### config.mk
export PLATFORM = sky130hd
export DESIGN_NAME = ofs_fim_axis_pkt_arb
export DESIGN_NICKNAME = d
export VERILOG_FILES = /design/src/rtl/ofs_pcie_ss_cfg_pkg.sv /design/src/rtl/ofs_fim_axis_arb_rr_pick.sv /design/src/rtl/ofs_fim_axis_pkt_arb.sv
export SDC_FILE = /design/constraint.sdc
export NUM_CORES = 1
export LEC_CHECK = 0
export ABC_AREA = 0
export CORE_AREA = 5 5 691 693
export DETAILED_ROUTE_END_ITERATION = 8
export DIE_AREA = 0 0 696 698
export GPL_TIMING_DRIVEN = 0
export PLACE_DENSITY = 0.3
export SLEW_MARGIN = 20
export SYNTH_ARGS = -nofsm -noshare
export SYNTH_HDL_FRONTEND = slang
export SYNTH_SLANG_ARGS = --single-unit
### constraint.sdc
create_clock -name clk -period 54.7 [get_ports clk]
set_clock_uncertainty 0.1 [all_clocks]
set_input_delay 5.47 -clock clk [delete_from_list [all_inputs] [get_ports clk]]
set_output_delay 5.47 -clock clk [all_outputs]
set_load 0.02 [all_outputs]
### src/rtl/ofs_pcie_ss_cfg_pkg.sv
// ---------------------------------------------------------------------------
// ofs_pcie_ss_cfg_pkg
//
// Purpose: shared PCIe subsystem stream configuration. Blocks on the FIM AXIS
// TX path take their default payload widths from here so that one edit
// retargets the whole datapath.
//
// Contents:
//   TDATA_WIDTH  AXIS tdata width in bits
//   TUSER_WIDTH  AXIS tuser width in bits
// ---------------------------------------------------------------------------
package ofs_pcie_ss_cfg_pkg;

    localparam int TDATA_WIDTH = 512;
    localparam int TUSER_WIDTH = 10;

endpackage : ofs_pcie_ss_cfg_pkg

### src/rtl/ofs_fim_axis_arb_rr_pick.sv
// ---------------------------------------------------------------------------
// ofs_fim_axis_arb_rr_pick
//
// Purpose: combinational round-robin picker. Returns the first requester
// found when searching from rr_ptr upwards, wrapping modulo NUM_INPUTS.
// NUM_INPUTS need not be a power of two.
//
// Ports:
//   req        in   NUM_INPUTS  request vector
//   rr_ptr     in   SRC_WIDTH   highest-priority index (must be < NUM_INPUTS)
//   grant      out  NUM_INPUTS  one-hot grant (all zero when no request)
//   grant_idx  out  SRC_WIDTH   index of the granted requester (0 when none)
//   any_grant  out  1           at least one request is present
// ---------------------------------------------------------------------------
module ofs_fim_axis_arb_rr_pick #(
    parameter int NUM_INPUTS = 2,
    parameter int SRC_WIDTH  = $clog2(NUM_INPUTS)
) (
    input  logic [NUM_INPUTS-1:0] req,
    input  logic [SRC_WIDTH-1:0]  rr_ptr,
    output logic [NUM_INPUTS-1:0] grant,
    output logic [SRC_WIDTH-1:0]  grant_idx,
    output logic                  any_grant
);

    always_comb begin
        int                   p;
        logic [SRC_WIDTH-1:0] idx;
        p         = 0;
        idx       = '0;
        grant     = '0;
        grant_idx = '0;
        any_grant = 1'b0;
        for (int off = 0; off < NUM_INPUTS; off++) begin
            // Explicit wrap instead of a modulo so non-power-of-two counts work.
            p = int'(rr_ptr) + off;
            if (p >= NUM_INPUTS) begin
                p = p - NUM_INPUTS;
            end
            idx = SRC_WIDTH'(p);
            if (!any_grant && req[idx]) begin
                any_grant  = 1'b1;
                grant[idx] = 1'b1;
                grant_idx  = idx;
            end
        end
    end

endmodule : ofs_fim_axis_arb_rr_pick

### src/rtl/ofs_fim_axis_pkt_arb.sv
// ---------------------------------------------------------------------------
// ofs_fim_axis_pkt_arb
//
// Purpose: packet-aware N:1 AXI-Stream arbiter with a registered output
// stage. Round-robin at packet granularity: a winning source keeps the output
// until its tlast beat is accepted, so packets are never interleaved.
//
// Ports:
//   clk       in   1                        clock, all logic on posedge
//   rst       in   1                        synchronous active-high reset
//   s_tvalid  in   NUM_INPUTS               per-source valid
//   s_tready  out  NUM_INPUTS               per-source ready (at most one set)
//   s_tdata   in   NUM_INPUTS*TDATA_WIDTH   source i at [i*TDATA_WIDTH +: TDATA_WIDTH]
//   s_tkeep   in   NUM_INPUTS*TKEEP_WIDTH   same packing
//   s_tlast   in   NUM_INPUTS               end of packet
//   s_tuser   in   NUM_INPUTS*TUSER_WIDTH   same packing
//   m_tready  in   1                        downstream ready
//   m_tvalid  out  1                        registered output valid
//   m_tdata/m_tkeep/m_tlast/m_tuser  out    registered payload
//   m_tsrc    out  SRC_WIDTH                source index of the current beat
//
// s_tready is combinational from m_tready, s_tvalid and state.
// ---------------------------------------------------------------------------
module ofs_fim_axis_pkt_arb #(
    parameter int NUM_INPUTS  = 2,
    parameter int TDATA_WIDTH = ofs_pcie_ss_cfg_pkg::TDATA_WIDTH,
    parameter int TUSER_WIDTH = ofs_pcie_ss_cfg_pkg::TUSER_WIDTH,
    parameter int TKEEP_WIDTH = TDATA_WIDTH / 8,
    parameter int SRC_WIDTH   = $clog2(NUM_INPUTS)
) (
    input  logic                              clk,
    input  logic                              rst,

    input  logic [NUM_INPUTS-1:0]             s_tvalid,
    output logic [NUM_INPUTS-1:0]             s_tready,
    input  logic [NUM_INPUTS*TDATA_WIDTH-1:0] s_tdata,
    input  logic [NUM_INPUTS*TKEEP_WIDTH-1:0] s_tkeep,
    input  logic [NUM_INPUTS-1:0]             s_tlast,
    input  logic [NUM_INPUTS*TUSER_WIDTH-1:0] s_tuser,

    input  logic                              m_tready,
    output logic                              m_tvalid,
    output logic [TDATA_WIDTH-1:0]            m_tdata,
    output logic [TKEEP_WIDTH-1:0]            m_tkeep,
    output logic                              m_tlast,
    output logic [TUSER_WIDTH-1:0]            m_tuser,
    output logic [SRC_WIDTH-1:0]              m_tsrc
);

    typedef enum logic {
        StUnlocked = 1'b0,
        StLocked   = 1'b1
    } lock_state_e;

    lock_state_e           state_q, state_d;
    logic [SRC_WIDTH-1:0]  rr_ptr_q, rr_ptr_d;
    logic [SRC_WIDTH-1:0]  lock_idx_q, lock_idx_d;

    logic [NUM_INPUTS-1:0] pick_grant;
    logic [SRC_WIDTH-1:0]  pick_idx;
    logic                  pick_any;

    logic [NUM_INPUTS-1:0] grant;
    logic [SRC_WIDTH-1:0]  grant_idx;
    logic                  grant_valid;
    logic                  adv;
    logic                  accept;

    // Index of the source after k, wrapping at NUM_INPUTS.
    function automatic logic [SRC_WIDTH-1:0] next_ptr(input logic [SRC_WIDTH-1:0] k);
        if (int'(k) + 1 == NUM_INPUTS) begin
            return '0;
        end
        return k + SRC_WIDTH'(1);
    endfunction

    ofs_fim_axis_arb_rr_pick #(
        .NUM_INPUTS (NUM_INPUTS),
        .SRC_WIDTH  (SRC_WIDTH)
    ) u_rr_pick (
        .req       (s_tvalid),
        .rr_ptr    (rr_ptr_q),
        .grant     (pick_grant),
        .grant_idx (pick_idx),
        .any_grant (pick_any)
    );

    assign adv = ~m_tvalid | m_tready;

    // ---------------------------------------------------------------- FSM
    always_ff @(posedge clk) begin
        if (rst) begin
            state_q    <= StUnlocked;
            rr_ptr_q   <= '0;
            lock_idx_q <= '0;
        end else begin
            state_q    <= state_d;
            rr_ptr_q   <= rr_ptr_d;
            lock_idx_q <= lock_idx_d;
        end
    end

    always_comb begin
        state_d    = state_q;
        rr_ptr_d   = rr_ptr_q;
        lock_idx_d = lock_idx_q;
        if (accept) begin
            if (s_tlast[grant_idx]) begin
                // Packet done: release and hand priority to the next source.
                state_d  = StUnlocked;
                rr_ptr_d = next_ptr(grant_idx);
            end else begin
                state_d    = StLocked;
                lock_idx_d = grant_idx;
            end
        end
    end

    // While locked the owner keeps the grant even with tvalid low, so a
    // source stalling mid-packet blocks everyone else rather than interleave.
    always_comb begin
        grant       = '0;
        grant_idx   = '0;
        grant_valid = 1'b0;
        unique case (state_q)
            StUnlocked: begin
                grant       = pick_grant;
                grant_idx   = pick_idx;
                grant_valid = pick_any;
            end
            StLocked: begin
                grant[lock_idx_q] = 1'b1;
                grant_idx         = lock_idx_q;
                grant_valid       = 1'b1;
            end
            default: begin
                grant       = '0;
                grant_idx   = '0;
                grant_valid = 1'b0;
            end
        endcase
    end

    assign s_tready = (adv && !rst) ? grant : '0;
    assign accept   = grant_valid & adv & ~rst & s_tvalid[grant_idx];

    // ------------------------------------------------------- output stage
    always_ff @(posedge clk) begin
        if (rst) begin
            m_tvalid <= 1'b0;
        end else if (adv) begin
            m_tvalid <= accept;
        end
    end

    // Payload is qualified by m_tvalid, so it carries no reset.
    always_ff @(posedge clk) begin
        if (adv) begin
            m_tdata <= s_tdata[grant_idx*TDATA_WIDTH +: TDATA_WIDTH];
            m_tkeep <= s_tkeep[grant_idx*TKEEP_WIDTH +: TKEEP_WIDTH];
            m_tuser <= s_tuser[grant_idx*TUSER_WIDTH +: TUSER_WIDTH];
            m_tlast <= s_tlast[grant_idx];
            m_tsrc  <= grant_idx;
        end
    end

endmodule : ofs_fim_axis_pkt_arb

* Yosys cells after proc, flatten, opt, wreduce, memory -nomap -nowiden
Index checks and enable logic that the tools add are counted. Widths: inputs -> output; s select.
Storage, ports and cells: register bits after elaboration 592, bits of input ports 1179, output and inout port bits 591, logic and storage cells 78
Operators by class: $add $sub $neg 5, multiply operators 1, magnitude comparators 9, equality and inequality tests 1, shift operators 3, muxes and demuxes 32, bitwise operators 9, reductions and logical operators 9
Operator list (count):
- $shiftx 1024x11->512 | 1
- $shiftx 128x8->64 | 1
- $mux 1 | 23
- $shiftx 20x6->10 | 1
- $lt 1x2->1 const B | 4
- $mux 2 | 3
- $logic_and 1x1->1 | 5
- $add 1x1->2 const B | 2
- $mul 1x3->4 const B | 1
- $not 1->1 | 4
- $pmux 1 s2 | 2
- $pmux 2 s2 | 1
- $reduce_and 2->1 | 2
- $and 1x1->1 | 3
- $demux 1 s1 | 3
- $ge 1x1->1 const B | 3
- $eq 2x2->1 const B | 1
- $ge 1x2->1 const B | 1
- $ge 2x2->1 const B | 1
- $logic_not 1->1 | 2
- $or 2x2->2 | 1
- $sub 1x1->1 const B | 2
- $add 1x1->1 const B | 1
- $or 1x1->1 | 1

* Logic depth before layout (Yosys ltp)
depth after elaboration 15, depth in mapped cells 9, mapped depth without buffers 5

* Modules after synthesis
A second synthesis with hierarchy kept.
Second synthesis, totals: cells, all modules 2513, area total of the unflattened synthesis 25211.7 um^2
Modules (own cells, without submodules):
- ofs_fim_axis_pkt_arb | instances 1, cells each 2508, area an instance 25179.1 um^2, sequential area each 17737.0 um^2
- ofs_fim_axis_arb_rr_pick | instances 1, cells each 5, area an instance 32.5 um^2, sequential area each 0.0 um^2

* Worst setup path after synthesis
OpenSTA, ideal clock, no wires.
kind in2out, from input m_tready, to output s_tready[0], arrival 23.415 ns, data required time 49.130 ns, setup slack 25.715 ns, stages 4, path buffers 1, cells stage by stage nand2b_1 > clkbuf_1 > nand2_1 > a21oi_1
Between the ends: word-level cells in the longest chain between the ends 3
RTL lines:
- start: declaration | RTL line ofs_fim_axis_pkt_arb.sv:41 | input logic m_tready,
- $or 1x1->1 | RTL line ofs_fim_axis_pkt_arb.sv:88 | assign adv = ~m_tvalid | m_tready;
- $logic_and 1x1->1 | RTL line ofs_fim_axis_pkt_arb.sv:144 | assign s_tready = (adv && !rst) ? grant : '0;
- $mux 2 | RTL line ofs_fim_axis_pkt_arb.sv:144
- end: declaration | RTL line ofs_fim_axis_pkt_arb.sv:35 | output logic [NUM_INPUTS-1:0] s_tready,
No other way between the ends.

* Worst setup path in the final report
from input s_tvalid[0], to output s_tready[1]
Between the ends: word-level cells in the longest chain between the ends 8, elaborated cells on any way between the ends 12, classes of those cells mux (9); bitwise (1); reduce/logical (2)
RTL lines:
- start: declaration | RTL line ofs_fim_axis_pkt_arb.sv:34 | input logic [NUM_INPUTS-1:0] s_tvalid,
- $mux 1 (implied by the code) (2 in a row) | RTL line ofs_fim_axis_arb_rr_pick.sv:41 | if (!any_grant && req[idx]) begin
- $mux 1 | RTL line ofs_fim_axis_arb_rr_pick.sv:41
- $logic_not 1->1 | RTL line ofs_fim_axis_arb_rr_pick.sv:41
- $logic_and 1x1->1 | RTL line ofs_fim_axis_arb_rr_pick.sv:41
- $mux 2 * | RTL line ofs_fim_axis_arb_rr_pick.sv:41
- $pmux 2 s2 * | RTL line ofs_fim_axis_pkt_arb.sv:125 | unique case (state_q)
- $mux 2 * | RTL line ofs_fim_axis_pkt_arb.sv:144
Mark *: on every way between the ends. The rest lies on a longest branch, timed or not. The select of a mux whose other input is x is not followed.

==> metrics.md <==
| Metric | Value |
|---|---|
| Critical Path Stages | `8` |
| Worst Tran Pin Value | `roughly 1000 ps` |
| Number of global-route vias before repair | `28213` |
| Sequential element share of the synthesized area | `around 70%` |
| Synthesis warning total | `0` |
| Startpoint types | `primary input` |
| Top_reg_cell synth | `edfxtp_1` |
| Synth cell count leaders | `nand2_1 (1762), edfxtp_1 (588), buf_2 (73), buf_6 (23), clkbuf_1 (18)` |
| Via Count | `around 28000` |
| CTS clk-pin slew, worst paths | `~60 ps` |
| Achievable clock frequency | `just over 70 MHz` |
| CP required | `49130 ps` |
| Final hold violations | `0` |
| Post-Syn Area | `around 25000 um2` |
| Setup Crit Path Kind | `in2out` |
| Die Wd | `just under 700 um` |
| Max cap viols | `0` |
| Yosys top cell area share | `between 60% and 70%` |
| Setup bufs post-CTS | `0` |
| Power Dens Cells | `roughly 30 nW/um2` |
| Period utilization | `25.3%` |
| Starting density of the core | `approximately 5.4%` |
| Clk_lat worst skew | `roughly 800 ps` |
| Power Total | `about 0.0016 W` |
| CTS Buf Count | `between 90 and 100` |
| Largest fanout on the critical path | `10` |
| GRT Residual Overflow | `0` |
| Detailed placement HPWL | `282000 um` |
| Core area | `between 400000 and 500000 um2` |
| HP Class | `reg2reg` |
| Gate Count Post-Synth | `around 2500` |
| Number of synthesized register bits | `roughly 590` |
| Initial antenna violation count | `218` |
| Cells on Worst Hold Path | `2` |
| Clk buf depth | `4` |
| NumNets Final | `approximately 5600` |
| Die area | `approximately 490000 um2` |
| Reg-to-Reg Start | `m_tvalid$_SDFFE_PP0N_` |
| Ys async rst share | `0%` |
| Detailed Route WL | `316000 um` |
| Clock Sinks | `approximately 590` |
| Syn_nets | `roughly 3700` |
| DRC | `0` |
| Mean area per synthesized cell | `10.1 um2` |
| Outcome | `finished, final reports clean` |
| Worst vdd ir | `approximately 20 uV` |
| Row cnt | `between 200 and 300` |
| Most numerous cell on the critical path | `buf_4` |
| Hold_buf cts | `0` |
| R2R depth | `9` |
| H-tree depth | `3` |
| Largest net degree at the start of global routing | `between 40 and 50` |
| Share of cells above drive strength 1 | `approximately 6.0%` |
| GP Congestion | `0.985` |
| Yosys cell types | `28` |
| WL/cell | `29.3 um` |
| Global-route wire length before repair | `378000 um` |
| TNS Setup | `0 ps` |
| Synth top area cells | `edfxtp_1 (70%), nand2_1 (26%), buf_2 (1.4%)` |
| Via density | `2.56` |
| FF-to-FF End | `m_tdata[109]$_DFFE_PN_` |
| Crit-path cells | `clkdlybuf4s50_1 -> nor2b_1 -> o21a_1 -> buf_4 -> buf_4 -> clkbuf_1 -> nor2_1 -> buf_2` |
| Fin. max-slew vios | `0` |
| Fillers | `between 50000 and 60000` |
| Worst Path Arrival | `around 8300 ps` |
| Post-synth EDFFs | `between 500 and 600` |
| Final setup fails | `0` |
| Area growth from synthesis to layout | `114%` |
| Min cycle time layout | `between 10000 and 15000 ps` |
| CP startpoint | `s_tvalid[0]` |
| Pre-Repair DR Iteration Count | `5` |
| Relative slew margins | `33.0%` |
| Die height | `roughly 700 um` |
| PostCTS Resize Cnt | `0` |
| Slowest CP cell | `clkbuf_1` |
| CP endpoint kind | `primary output` |
| CP delay by family, top | `buffers and inverters` |
| Cell with the most instances after synthesis | `nand2_1` |
| CP max stage delay | `roughly 730 ps` |
| Post-route ant nets | `0` |
| P_leak | `a little over 20 nW` |
| RSZ-0062 raised after global routing | `false` |
| Ports | `roughly 1800` |
| DRT iter0 DRCs | `~2100` |
| Crit path capture | `s_tready[1]` |
| Worst path bufs/invs | `5` |
| Worst reg2reg setup slack | `between 50000 and 60000 ps` |
| Clk root buf | `clkbuf_16` |
| # port buffers | `1769` |
| Largest area contributor in the netlist | `edfxtp_1` |
| Total global-route track usage | `12.4%` |
| CTS tree | `built` |
## power breakdown
part	internal [W]	total [W]	switching [W]
Combinational	0.000184	0.000442	0.000257
Sequential	0.000563	0.000581	0.0000179
Clock	0.000348	0.000609	0.000261
Total	0.00110	0.00163	0.000536
## tightest hold or removal path: cells and delay by family, from the launching register on
| kind | cells | cell delay, ps |
|---|---|---|
| flip-flops | 1 | 360 |
| AND/OR/NAND/NOR | 1 | 80 |
| AO/OA/AOI/OAI | 1 | 60 |
## worst min path at each step
stage                                    start              endpoint  slack (ps)
after floorplan           state_q$_SDFFE_PP0P_  state_q$_SDFFE_PP0P_         380
after global placement    state_q$_SDFFE_PP0P_  state_q$_SDFFE_PP0P_         420
after detailed placement  state_q$_SDFFE_PP0P_  state_q$_SDFFE_PP0P_         440
after CTS                 state_q$_SDFFE_PP0P_  state_q$_SDFFE_PP0P_         450
after global routing      state_q$_SDFFE_PP0P_  state_q$_SDFFE_PP0P_         490
final                     state_q$_SDFFE_PP0P_  state_q$_SDFFE_PP0P_         450
## layout by cell type, fill, tap and decap left out, drive strengths merged
cell / netlist / final
a211oi: 1 / 1
a21boi: 1 / 1
a21oi: 2 / 2
a31o: 1 / 1
a31oi: 1 / 1
a41oi: 2 / 2
and2: 1 / 1
and3: 1 / 1
buf: 114 / 132
bufinv: 0 / 6
clkbuf: 18 / 133
clkdlybuf4s50: 0 / 1767
clkinv: 1 / 34
clkinvlp: 0 / 6
dfxtp: 4 / 4
diode: 0 / 72
edfxtp: 588 / 588
inv: 1 / 5
mux2: 1 / 1
nand2: 1762 / 1762
nand2b: 3 / 3
nand3: 1 / 1
nand3b: 1 / 1
nand4b: 1 / 1
nor2: 1 / 1
nor2b: 2 / 2
o2111ai: 1 / 1
o21a: 1 / 1
or3b: 1 / 1
## flip-flops by register name, summed over array words and instances (netlist names)
signal and count:
m_tkeep 64, lock_idx_q 1, m_tuser 10, rr_ptr_q 1
m_tlast 1, m_tvalid 1, state_q 1, m_tsrc 1
m_tdata 512
## area by class of cell
| cell class | count | area [um2] | area share [%] |
|---|---|---|---|
| Timing Repair Buffer | 1785 | 18100 | 33.3 |
| Sequential cell | 592 | 17700 | 32.7 |
| Tap cell | 6223 | 7790 | 14.3 |
| Multi-Input combinational cell | 1785 | 6780 | 12.5 |
| Clock buffer | 115 | 2470 | 4.55 |
| Buffer | 132 | 825 | 1.52 |
| Clock inverter | 49 | 427 | 0.785 |
| Antenna cell | 72 | 180 | 0.332 |
| Inverter | 2 | 8.76 | 0.0161 |
## stage by stage
stage	cells	area, um2	utilization [%]	hold WS [ps]	setup WS [ps]
2_1_floorplan	2511	25300	-	382	25710
3_3_place_gp	10503	50800	10.8	420	9240
3_5_place_dp	10519	51300	10.9	444	39880
4_1_cts	10683	54200	11.5	450	39870
5_1_grt	10700	54200	11.5	487	40640
6_report	10755	54300	11.6	450	40850
## layer usage
| metal | GRT usage [%] | vias up | part of all wire, % | wire [um] |
|---|---|---|---|---|
| li1 | - | 11997 | - | - |
| met5 | 0 | - | 0.18 | 558 |
| met2 | 21.4 | 1665 | 48 | 152000 |
| met3 | 5.20 | 470 | 11 | 33500 |
| met4 | 2.66 | 78 | 2.4 | 7420 |
| met1 | 14.3 | 13308 | 39 | 122000 |
## cell families (layout without fill, tap and decap cells)
| group | count (synthesis) | after routing | share of synthesized area, % |
|---|---|---|---|
| simple gates | 1774 | 1774 | 26.4 |
| flops | 592 | 592 | 70.0 |
| buf+inv | 134 | 2083 | 3.25 |
| compound gates | 10 | 10 | 0.291 |
| mux | 1 | 1 | 0.0444 |
| other cells | 0 | 72 | 0 |
Note: power is estimated with default switching activity, not from simulation.
